## config.mk

```make
export PLATFORM = sky130hd
export DESIGN_NAME = varint_encoder
export DESIGN_NICKNAME = d
export VERILOG_FILES = /design/src/rtl/varint_encoder.sv
export SDC_FILE = /design/constraint.sdc
export NUM_CORES = 1
export LEC_CHECK = 0
export ABC_AREA = 1
export CAP_MARGIN = 20
export CORE_MARGIN = 2
export CORE_UTILIZATION = 25
export DETAILED_ROUTE_END_ITERATION = 7
export MAX_ROUTING_LAYER = met4
export PLACE_DENSITY = 0.46
export SLEW_MARGIN = 15
export SYNTH_ARGS = -nofsm -noshare
export SYNTH_HDL_FRONTEND = slang
export SYNTH_SLANG_ARGS = --single-unit
```

## constraint.sdc

```tcl
create_clock -name clk -period 4.83 [get_ports clk]
set_input_delay 0.966 -clock clk [delete_from_list [all_inputs] [get_ports clk]]
set_output_delay 0.966 -clock clk [all_outputs]
set_load 0.01 [all_outputs]
```

## src/rtl/varint_encoder.sv

```systemverilog
// rtl/varint_encoder.sv - protobuf base-128 varint serialiser, one byte per output beat
module varint_encoder #(
    parameter int DATA_W = 64,
    parameter int IDX_W  = 4
) (
    input  logic              clk,
    input  logic              rst,
    input  logic              in_valid,
    output logic              in_ready,
    input  logic [DATA_W-1:0] in_val,
    output logic              out_valid,
    input  logic              out_ready,
    output logic [7:0]        out_byte,
    output logic              out_last,
    output logic [IDX_W-1:0]  out_idx
);

    localparam int MAX_BYTES = (DATA_W + 6) / 7;

    typedef enum logic {IDLE, EMIT} state_t;

    state_t            state_q, state_d;
    logic [DATA_W-1:0] rem_q, rem_d;
    logic [IDX_W-1:0]  idx_q, idx_d;
    logic              more;

    // Bits above the current 7-bit group decide the continuation flag.
    assign more = |rem_q[DATA_W-1:7];

    always_comb begin
        state_d = state_q;
        rem_d   = rem_q;
        idx_d   = idx_q;
        case (state_q)
            IDLE: begin
                if (in_valid) begin
                    rem_d   = in_val;
                    idx_d   = '0;
                    state_d = EMIT;
                end
            end
            EMIT: begin
                if (out_ready) begin
                    if (!more) begin
                        state_d = IDLE;
                    end else begin
                        rem_d = rem_q >> 7;
                        // Saturate so the index can never run past the last legal byte.
                        if (idx_q != IDX_W'(MAX_BYTES - 1))
                            idx_d = idx_q + {{(IDX_W-1){1'b0}}, 1'b1};
                    end
                end
            end
            default: state_d = IDLE;
        endcase
    end

    always_ff @(posedge clk or posedge rst) begin
        if (rst) begin
            state_q <= IDLE;
            rem_q   <= '0;
            idx_q   <= '0;
        end else begin
            state_q <= state_d;
            rem_q   <= rem_d;
            idx_q   <= idx_d;
        end
    end

    // Outputs come only from registers; gated to zero outside EMIT.
    assign in_ready  = (state_q == IDLE);
    assign out_valid = (state_q == EMIT);
    assign out_byte  = (state_q == EMIT) ? {more, rem_q[6:0]} : 8'h00;
    assign out_last  = (state_q == EMIT) && !more;
    assign out_idx   = (state_q == EMIT) ? idx_q : '0;

endmodule

```

**Yosys cells after proc, flatten, opt, wreduce, memory -nomap -nowiden**

Index checks and enable logic that the tools add are counted.

- Register bits: 69
- Input port bits: 68
- Output and inout port bits: 15
- Word-level logic and storage cells: 30

- $add $sub $neg: 1
- Equality and inequality tests: 5
- Muxes and demuxes: 15
- Bitwise operators: 1
- Reduce and logical (&&, ||, !) cells: 5

Operators by type and width:

| operator | number |
|---|---|
| 64-bit 2-to-1 mux | 3 |
| 64-bit one-hot mux with 2 select lines | 1 |
| 57-bit OR reduction | 1 |
| 4-bit 2-to-1 mux | 5 |
| 8-bit 2-to-1 mux | 1 |
| 4-bit one-hot mux with 2 select lines | 1 |
| 4-bit by 1-bit adder with 4-bit output (second input constant) | 1 |
| 2-bit by 1-bit != test with 1-bit output (second input constant) | 2 |
| 2-bit != test (second input constant) | 2 |
| 4-bit != test (second input constant) | 1 |
| 4-bit AND reduction | 1 |
| 1-bit 2-to-1 mux | 3 |
| 3-bit AND reduction | 1 |
| 1-bit one-hot mux with 2 select lines | 1 |
| 1-bit logical AND | 1 |
| 1-bit logical NOT | 1 |
| 1-bit inverter | 1 |

**Depth between registers and ports, before layout**

Gate-level depths: netlist of run 1.

- Depth after elaboration: 5
- Depth in mapped cells: 11
- Mapped depth without buffers: 10

**Worst setup path after synthesis of run 1**

Ideal clock, no wire load.

- Path type: register to output
- Start point: register state_q, in the netlist out_valid
- End point: output port out_byte[0]
- Arrival: 1,184 ps
- Required time: 3,864 ps
- Setup slack: 2,680 ps
- Stages on the path, launching flop included: 6
- Path buffers: 3
- Cells stage by stage: dfrtp_1 > buf_2 > buf_2 > buf_1 > nand2_1 > inv_1

- Cells in the longest elaborated chain, start to end: 1

RTL lines:

| element | RTL line | source |
|---|---|---|
| start, declared | 22 | `state_t state_q, state_d;` |
| start signal, assigned | 64 | `state_q <= state_d;` |
| 8-bit 2-to-1 mux | 73 | `assign out_byte = (state_q == EMIT) ? {more, rem_q[6:0]} : 8'h00;` |
| end, declared | 13 | `output logic [7:0] out_byte,` |

Every way passes these cells.

**Worst setup path after layout of run 1**

- Start point: register state_q, in the netlist out_valid
- End point: output port out_idx[3]

- Cells in the longest elaborated chain, start to end: 1

RTL lines:

| element | RTL line | source |
|---|---|---|
| 4-bit 2-to-1 mux | 75 | `assign out_idx = (state_q == EMIT) ? idx_q : '0;` |
| end, declared | 15 | `output logic [IDX_W-1:0] out_idx` |

Every way passes these cells.

==> metrics, run 1 <==
P_int=approximately 1.4 mW; measured slew at the worst slew-check pin=0.8985 ns; status=complete, no violations; Synth Net Count=between 600 and 700; share of cells above drive strength 1=approximately 3.8%; DR iter-0 viols=around 270; critical path's slowest cell=dfrtp_2; R2R cell count=7; Max-slew headroom=between 40% and 50%; Yosys top cell by area=dfrtp_1; final hold violations=0; Worst Hold Depth=2; Sum Neg Setup Slack=0 ns; I/O Buffers=82; pwr dens=454.6 mW/mm^2; root buf cell=clkbuf_16; Die X=between 100 and 150 um; vias per cell=4.354; Clock transition at path regs=around 0.05 ns; 1st-pass router iterations=4; Most used DFF post-synth=dfrtp_1; worst-skew pair later-pin latency=between 0.3 and 0.4 ns; FF-to-FF End=rem_q[10]; pin count of the biggest net entering global routing=67; first-pass GRT wire length=around 19 mm; top post-synthesis cells by area=dfrtp_1 44%, nand2_1 32%, nand3_1 8.6%; total power=roughly 2.3 mW; Clk pwr share=26.0%; Yosys cell types=22; cts hold-fix bufs=0; Via Count=approximately 3.8k; register area=between 0.0015 and 0.002 mm^2; Ant. Diodes=0; GPL Wtd Cong=0.7988; H-tree depth=3; syn_area_per_cell=approximately 6.6 um^2; register bit total from synthesis=69; reg-to-reg startpoint=out_valid; Arr. time, crit path=~2.4 ns; crit start category=register; clock buffer depth=2; Comb power frac=36.9%; num rows=45; CP max stage delay=0.66 ns; DIE AREA=~0.017 mm^2; worst vdd ir=approximately 0.21 mV; Avg WL per Cell=13.19 um; antenna violations before repair=0; Setup Viol. Count Final=0; Layout Skew=approximately 0.0068 ns; Tmin final=between 3 and 4 ns; commonest non-fill, non-tap cell in the layout=nand2_1; chip height=129.5 um; TritonCTS clock tree=done; ys async rst share=100.0%; number of flops mapped to enable cells by yosys=0; top-area cell type share of the netlist area=43.87%; sequential share of the synthesized area=between 40% and 50%; routed wire length=approximately 12 mm; Max Cap Viol=0; Hold Crit Start=idx_q[3]; Worst Hold Class=reg2reg; required time of the critical path=3.86 ns; P_leak=roughly 2.8 nW; post-CTS setup buffers=0; Mapped Cells=approximately 600; vias in the first global route=about 3.9k; Area Growth Syn to Fin=29.85%; post-detail-place hpwl=7.463 mm; core area=~0.015 mm^2; Post-Syn Area=between 0.003 and 0.004 mm^2; Setup crit end kind=output port; # resized after CTS=0; Nets=between 700 and 800; sequential power share=a little under two fifths; Hold Crit Endpoint=idx_q[3]; Final Cycle Share=~69%; CTS Buf Count=9; hold_ws=between 0.5 and 0.6 ns; Routed Antenna Nets=0; initial core utilization=between 20 and 30%; Multi-input gate area=around 0.0019 mm^2; maximum fanout along the worst path=57; Psw=881.6 uW; Remaining Overflow, GRT=0; Peak Freq=between 0.2 and 0.3 GHz; filler instances=~1.7k; R2R Setup Slk=1.82 ns; final max-slew violation count=0; critical path type=reg2out; Synth Warn #=0; GRT Total Usage=14.83%; CTS Sinks=~70; most frequent cells in the layout=337 x nand2_1, 82 x clkdlybuf4s50_1, 68 x nand3_1, 68 x dfrtp_1, 48 x nor2_1; RSZ-0062 raised after global routing=no; top-level I/O count=83; Sw Share=37.94%; remaining routing DRC violations=0; crit path cell chain=buf_4 -> nand2_1 -> inv_1 -> clkdlybuf4s50_1
-- stage by stage --
step	setup slack [ns]	instance area, um^2	util [%]	cells
floorplan	2.124	3936	-	598
global route	1.276	5111	33.37	874
detailed placement	1.666	4845	31.63	860
finish	1.486	5111	33.37	874
global placement	1.671	4845	31.63	860
CTS	1.470	5111	33.37	874
-- cells in the mapped netlist, types with 2 or more instances --
| master | number |
|---|---|
| buf_4 | 5 |
| buf_2 | 9 |
| buf_6 | 5 |
| buf_1 | 3 |
| clkbuf_1 | 12 |
| nand2_1 | 338 |
| nor2_1 | 48 |
| inv_1 | 23 |
| ha_1 | 2 |
| dfrtp_1 | 69 |
| nand3_1 | 68 |
| nand2_4 | 2 |
| o21ai_0 | 2 |
| nand4_1 | 4 |
-- cell families after synthesis --
kind of cell	count (synthesis)	synth area share (%)
DFF	69	43.87
xor gates and xnor gates	1	0.2225
and+or+nand+nor	464	47.27
buffers and inverters	59	7.628
adders and majority gates	2	0.6356
AOI/OAI and AO/OA	3	0.3813
-- worst max-delay path, delay by kind of cell, from the launching register on --
family                 cells  cell delay (ns)
buffers and inverters      3             1.21
flip-flops                 1             0.66
AND/OR/NAND/NOR            1             0.16
-- power groups by stage --
stage | Sequential [mW] | Combinational [mW] | Clock [mW]
2_1_floorplan | 0.824 | 0.649 | 0
3_3_place_gp | 0.862 | 0.865 | 0
3_5_place_dp | 0.868 | 0.870 | 0
4_1_cts | 0.860 | 0.876 | 0.621
5_1_grt | 0.883 | 1.00 | 0.640
6_report | 0.863 | 0.857 | 0.604
-- worst max path at each step --
stage | startpoint | to | slack (ns) | cells after the start
final | out_valid | out_idx[3] | 1.49 | 4
after detailed placement | out_ready | rem_q[10] | 1.67 | 7
after floorplan | rst | idx_q[0] | 2.12 | 1
after CTS | out_valid | out_idx[3] | 1.47 | 4
after global routing | rem_q[32] | out_last | 1.28 | 8
after global placement | out_ready | rem_q[8] | 1.67 | 7
-- sequential cells by signal, indices dropped and copies added (netlist names) --
name and count:
idx_q 4, out_valid 1, rem_q 64
-- cell type report --
class | instances | share of cell area, %
Sequential cell | 69 | 33.81
Clock buffer | 12 | 5.018
Timing Repair Buffer | 86 | 16.65
Multi-Input combinational cell | 470 | 37.41
Inverter | 24 | 1.763
Tap cell | 211 | 5.165
Clock inverter | 2 | 0.1958
-- per-layer routing --
metal	routed length, um	vias up	GRT usage, %
li1	-	1950	-
met1	5677	1746	20.20
met2	5174	95	22.54
met3	521	14	3.344
met4	159	0	3.416
met5	0	-	-
Power figures use the tool's default switching activity.
==> inputs of run 2 (changes only) <==
--- a/config.mk
+++ b/config.mk
@@ -11,7 +11,7 @@
 export CORE_UTILIZATION = 25
 export DETAILED_ROUTE_END_ITERATION = 7
 export MAX_ROUTING_LAYER = met4
-export PLACE_DENSITY = 0.46
+export PLACE_DENSITY = 0.48
 export SLEW_MARGIN = 15
 export SYNTH_ARGS = -nofsm -noshare
 export SYNTH_HDL_FRONTEND = slang
==> constraint.sdc (replaced) <==
create_clock -name clk -period 3 [get_ports clk]
set_input_delay 0.6 -clock clk [delete_from_list [all_inputs] [get_ports clk]]
set_output_delay 0.6 -clock clk [all_outputs]
set_load 0.01 [all_outputs]
==> run 2 against run 1 <==
Non-clock buffer count up 2. Sequential share of layout area down 0.58 points. Register-to-register slack worse by 0.93 ns. Clock skew up 0.0019 ns. Count of clock-buffer cells in the layout down 1. Die area unchanged. Critical path type unchanged.
==> metrics, run 2 (same netlist as run 1, synthesis figures left out) <==
Nets=732 (was 730); pin count of the biggest net entering global routing=66 (was 67); Place WS=0.4787 ns (was 1.666 ns); Clock transition at path regs=0.06 ns (was 0.05 ns); max reg flops=64 (unchanged); final hold violations=0 (unchanged); CP top delay family=simple AND/OR/NAND/NOR gates (was buffers and inverters); Arr. time, crit path=2.17 ns (was 2.38 ns); vias in the first global route=3814 (was 3885); share of cells above drive strength 1=4.648% (was 3.771%); crit start category=register (unchanged); Area Growth Syn to Fin=32.10% (was 29.85%); post-detail-place hpwl=7.510 mm (was 7.463 mm); Psw=1.459 mW (was 881.6 uW); CP max stage delay=0.54 ns (was 0.66 ns); Biggest register=rem_q (unchanged); status=complete, no violations (unchanged); post-CTS setup buffers=0 (unchanged); Buf/Inv on CP=2 (was 3); first-pass GRT wire length=18.77 mm (was 19.35 mm); GPL Wtd Cong=0.7758 (was 0.7988); TritonCTS clock tree=done (unchanged); pwr dens=763.7 mW/mm^2 (was 454.6 mW/mm^2); top-level I/O count=83 (unchanged); hold_ws=0.4587 ns (was 0.5168 ns); P_leak=2.872 nW (was 2.842 nW); crit path cell chain=nor2_1 -> nand2_1 -> nor2_1 -> nand2_1 -> nor2_1 -> nand3_2 -> inv_1 -> clkdlybuf4s50_1 (was buf_4 -> nand2_1 -> inv_1 -> clkdlybuf4s50_1); maximum fanout along the worst path=6 (was 57); Via Count=3810 (was 3805); Ant. Diodes=0 (unchanged); critical path type=reg2out (unchanged); Setup Viol. Count Final=0 (unchanged); Comb power frac=35.5% (was 36.9%); Peak Freq=~0.36 GHz; Layout Skew=0.008686 ns (was 0.006832 ns); Setup crit end kind=output port (unchanged); worst vdd ir=0.3200 mV (was 0.2138 mV); initial core utilization=25.70% (unchanged); RSZ-0062 raised after global routing=no (unchanged); final max-slew violation count=0 (unchanged); required time of the critical path=2.40 ns (was 3.86 ns); Final Cycle Share=a little over 90%; Worst path most repeated cell=nor2_1; Avg WL per Cell=12.87 um (was 13.19 um); commonest non-fill, non-tap cell in the layout=nand2_1 (unchanged); cts hold-fix bufs=0 (unchanged); sequential power share=34.7% (was 37.1%); chip height=129.5 um (unchanged); measured slew at the worst slew-check pin=0.7076 ns (was 0.8985 ns); H-tree depth=3 (unchanged); P_int=2.512 mW (was 1.442 mW); Max Cap Viol=0 (unchanged); Routed Antenna Nets=0 (unchanged); final worst setup slack=0.2327 ns (was 1.486 ns); Worst Hold Class=in2async (was reg2reg); critical path's slowest cell=clkdlybuf4s50_1 (was dfrtp_2); vias per cell=4.339 (was 4.354); GRT Total Usage=14.44% (was 14.83%); remaining routing DRC violations=0 (unchanged); clock buffer depth=2 (unchanged); most frequent cells in the layout=337 x nand2_1, 82 x clkdlybuf4s50_1, 68 x dfrtp_1 (was 337 x nand2_1, 82 x clkdlybuf4s50_1, 68 x nand3_1, 68 x dfrtp_1, 48 x nor2_1); Sum Neg Setup Slack=0 ns (unchanged); DIE AREA=0.01677 mm^2 (unchanged); Max-slew headroom=52.83% (was 40.02%); antenna violations before repair=0 (unchanged); root buf cell=clkbuf_16 (unchanged); routed wire length=11.30 mm (was 11.53 mm); 1st-pass router iterations=4 (unchanged); Sw Share=36.75% (was 37.94%); DR iter-0 viols=258 (was 266); Worst Setup SP=rem_q[48] (was out_valid); core area=0.01531 mm^2 (unchanged); Clk pwr share=29.8% (was 26.0%); CTS Buf Count=9 (unchanged); Remaining Overflow, GRT=0 (unchanged); worst-skew pair later-pin latency=0.32 ns (was 0.33 ns); Die X=129.5 um (unchanged); CTS Sinks=69 (unchanged); filler instances=1723 (was 1718); num rows=45 (unchanged); I/O Buffers=82 (unchanged); reg-to-reg startpoint=rem_q[59] (was out_valid); Tmin final=2.767 ns
run 2: path summary, 6_finish.rpt:
path | end | slack, ns | cells past startpoint
min in group clk | rem_q[3] | 0.51 | 2
max in group asynchronous | rem_q[42] | 1.88 | 3
max | out_last | 0.23 | 8
min | rem_q[6] | 0.46 | 2
max reg2reg | rem_q[34] | 0.89 | 9
min reg2reg | rem_q[3] | 0.51 | 2
run 2: layout make-up:
type                            instances  area (um^2)  area share, %
Multi-Input combinational cell        470         1917          36.86
Sequential cell                        69         1728          33.23
Timing Repair Buffer                   88        865.8          16.65
Tap cell                              211        264.0          5.077
Clock buffer                           11        252.7          4.860
Inverter                               24        90.09          1.732
Clock inverter                          5        82.58          1.588
run 2: timing repair:
| item | 4_1_cts | 5_1_grt |
|---|---|---|
| gates resized for setup | 0 | 1 |
| endpoints found under the setup margin | 0 | 1 |
| endpoints found under the hold margin | 0 | 0 |
run 2: layer usage:
layer	share of wire (%)	global-route usage (%)	wire length, um	up-vias
met5	0	-	0	-
met4	0.51	3.795	58	0
met3	4.0	1.982	447	4
met2	47	22.79	5277	86
met1	49	19.57	5519	1764
li1	-	-	-	1956
run 2: metrics by stage:
stage               total power [mW]  instance area, um^2  util [%]  instances
floorplan                      2.372                 3936         -        598
global placement               2.804                 4860     31.73        862
detailed placement             2.816                 4860     31.73        862
CTS                            4.018                 5195     33.92        878
global route                   4.292                 5200     33.95        878
finish                         3.971                 5200     33.95        878
run 2: power groups by stage:
stage | Clock, mW | Combinational, mW | Sequential [mW]
finish | 1.18 | 1.41 | 1.38
global placement | 0 | 1.42 | 1.38
floorplan | 0 | 1.05 | 1.33
CTS | 1.21 | 1.43 | 1.38
detailed placement | 0 | 1.43 | 1.39
global route | 1.26 | 1.62 | 1.41
==> inputs of run 3 (changes only) <==
--- a/config.mk
+++ b/config.mk
@@ -6,6 +6,7 @@
 export NUM_CORES = 1
 export LEC_CHECK = 0
 export ABC_AREA = 1
+export ABC_CLOCK_PERIOD_IN_PS = 3000
 export CAP_MARGIN = 20
 export CORE_MARGIN = 2
 export CORE_UTILIZATION = 25
==> results of run 3 <==
Final layout, timing and power as in run 2 (identical DEF).
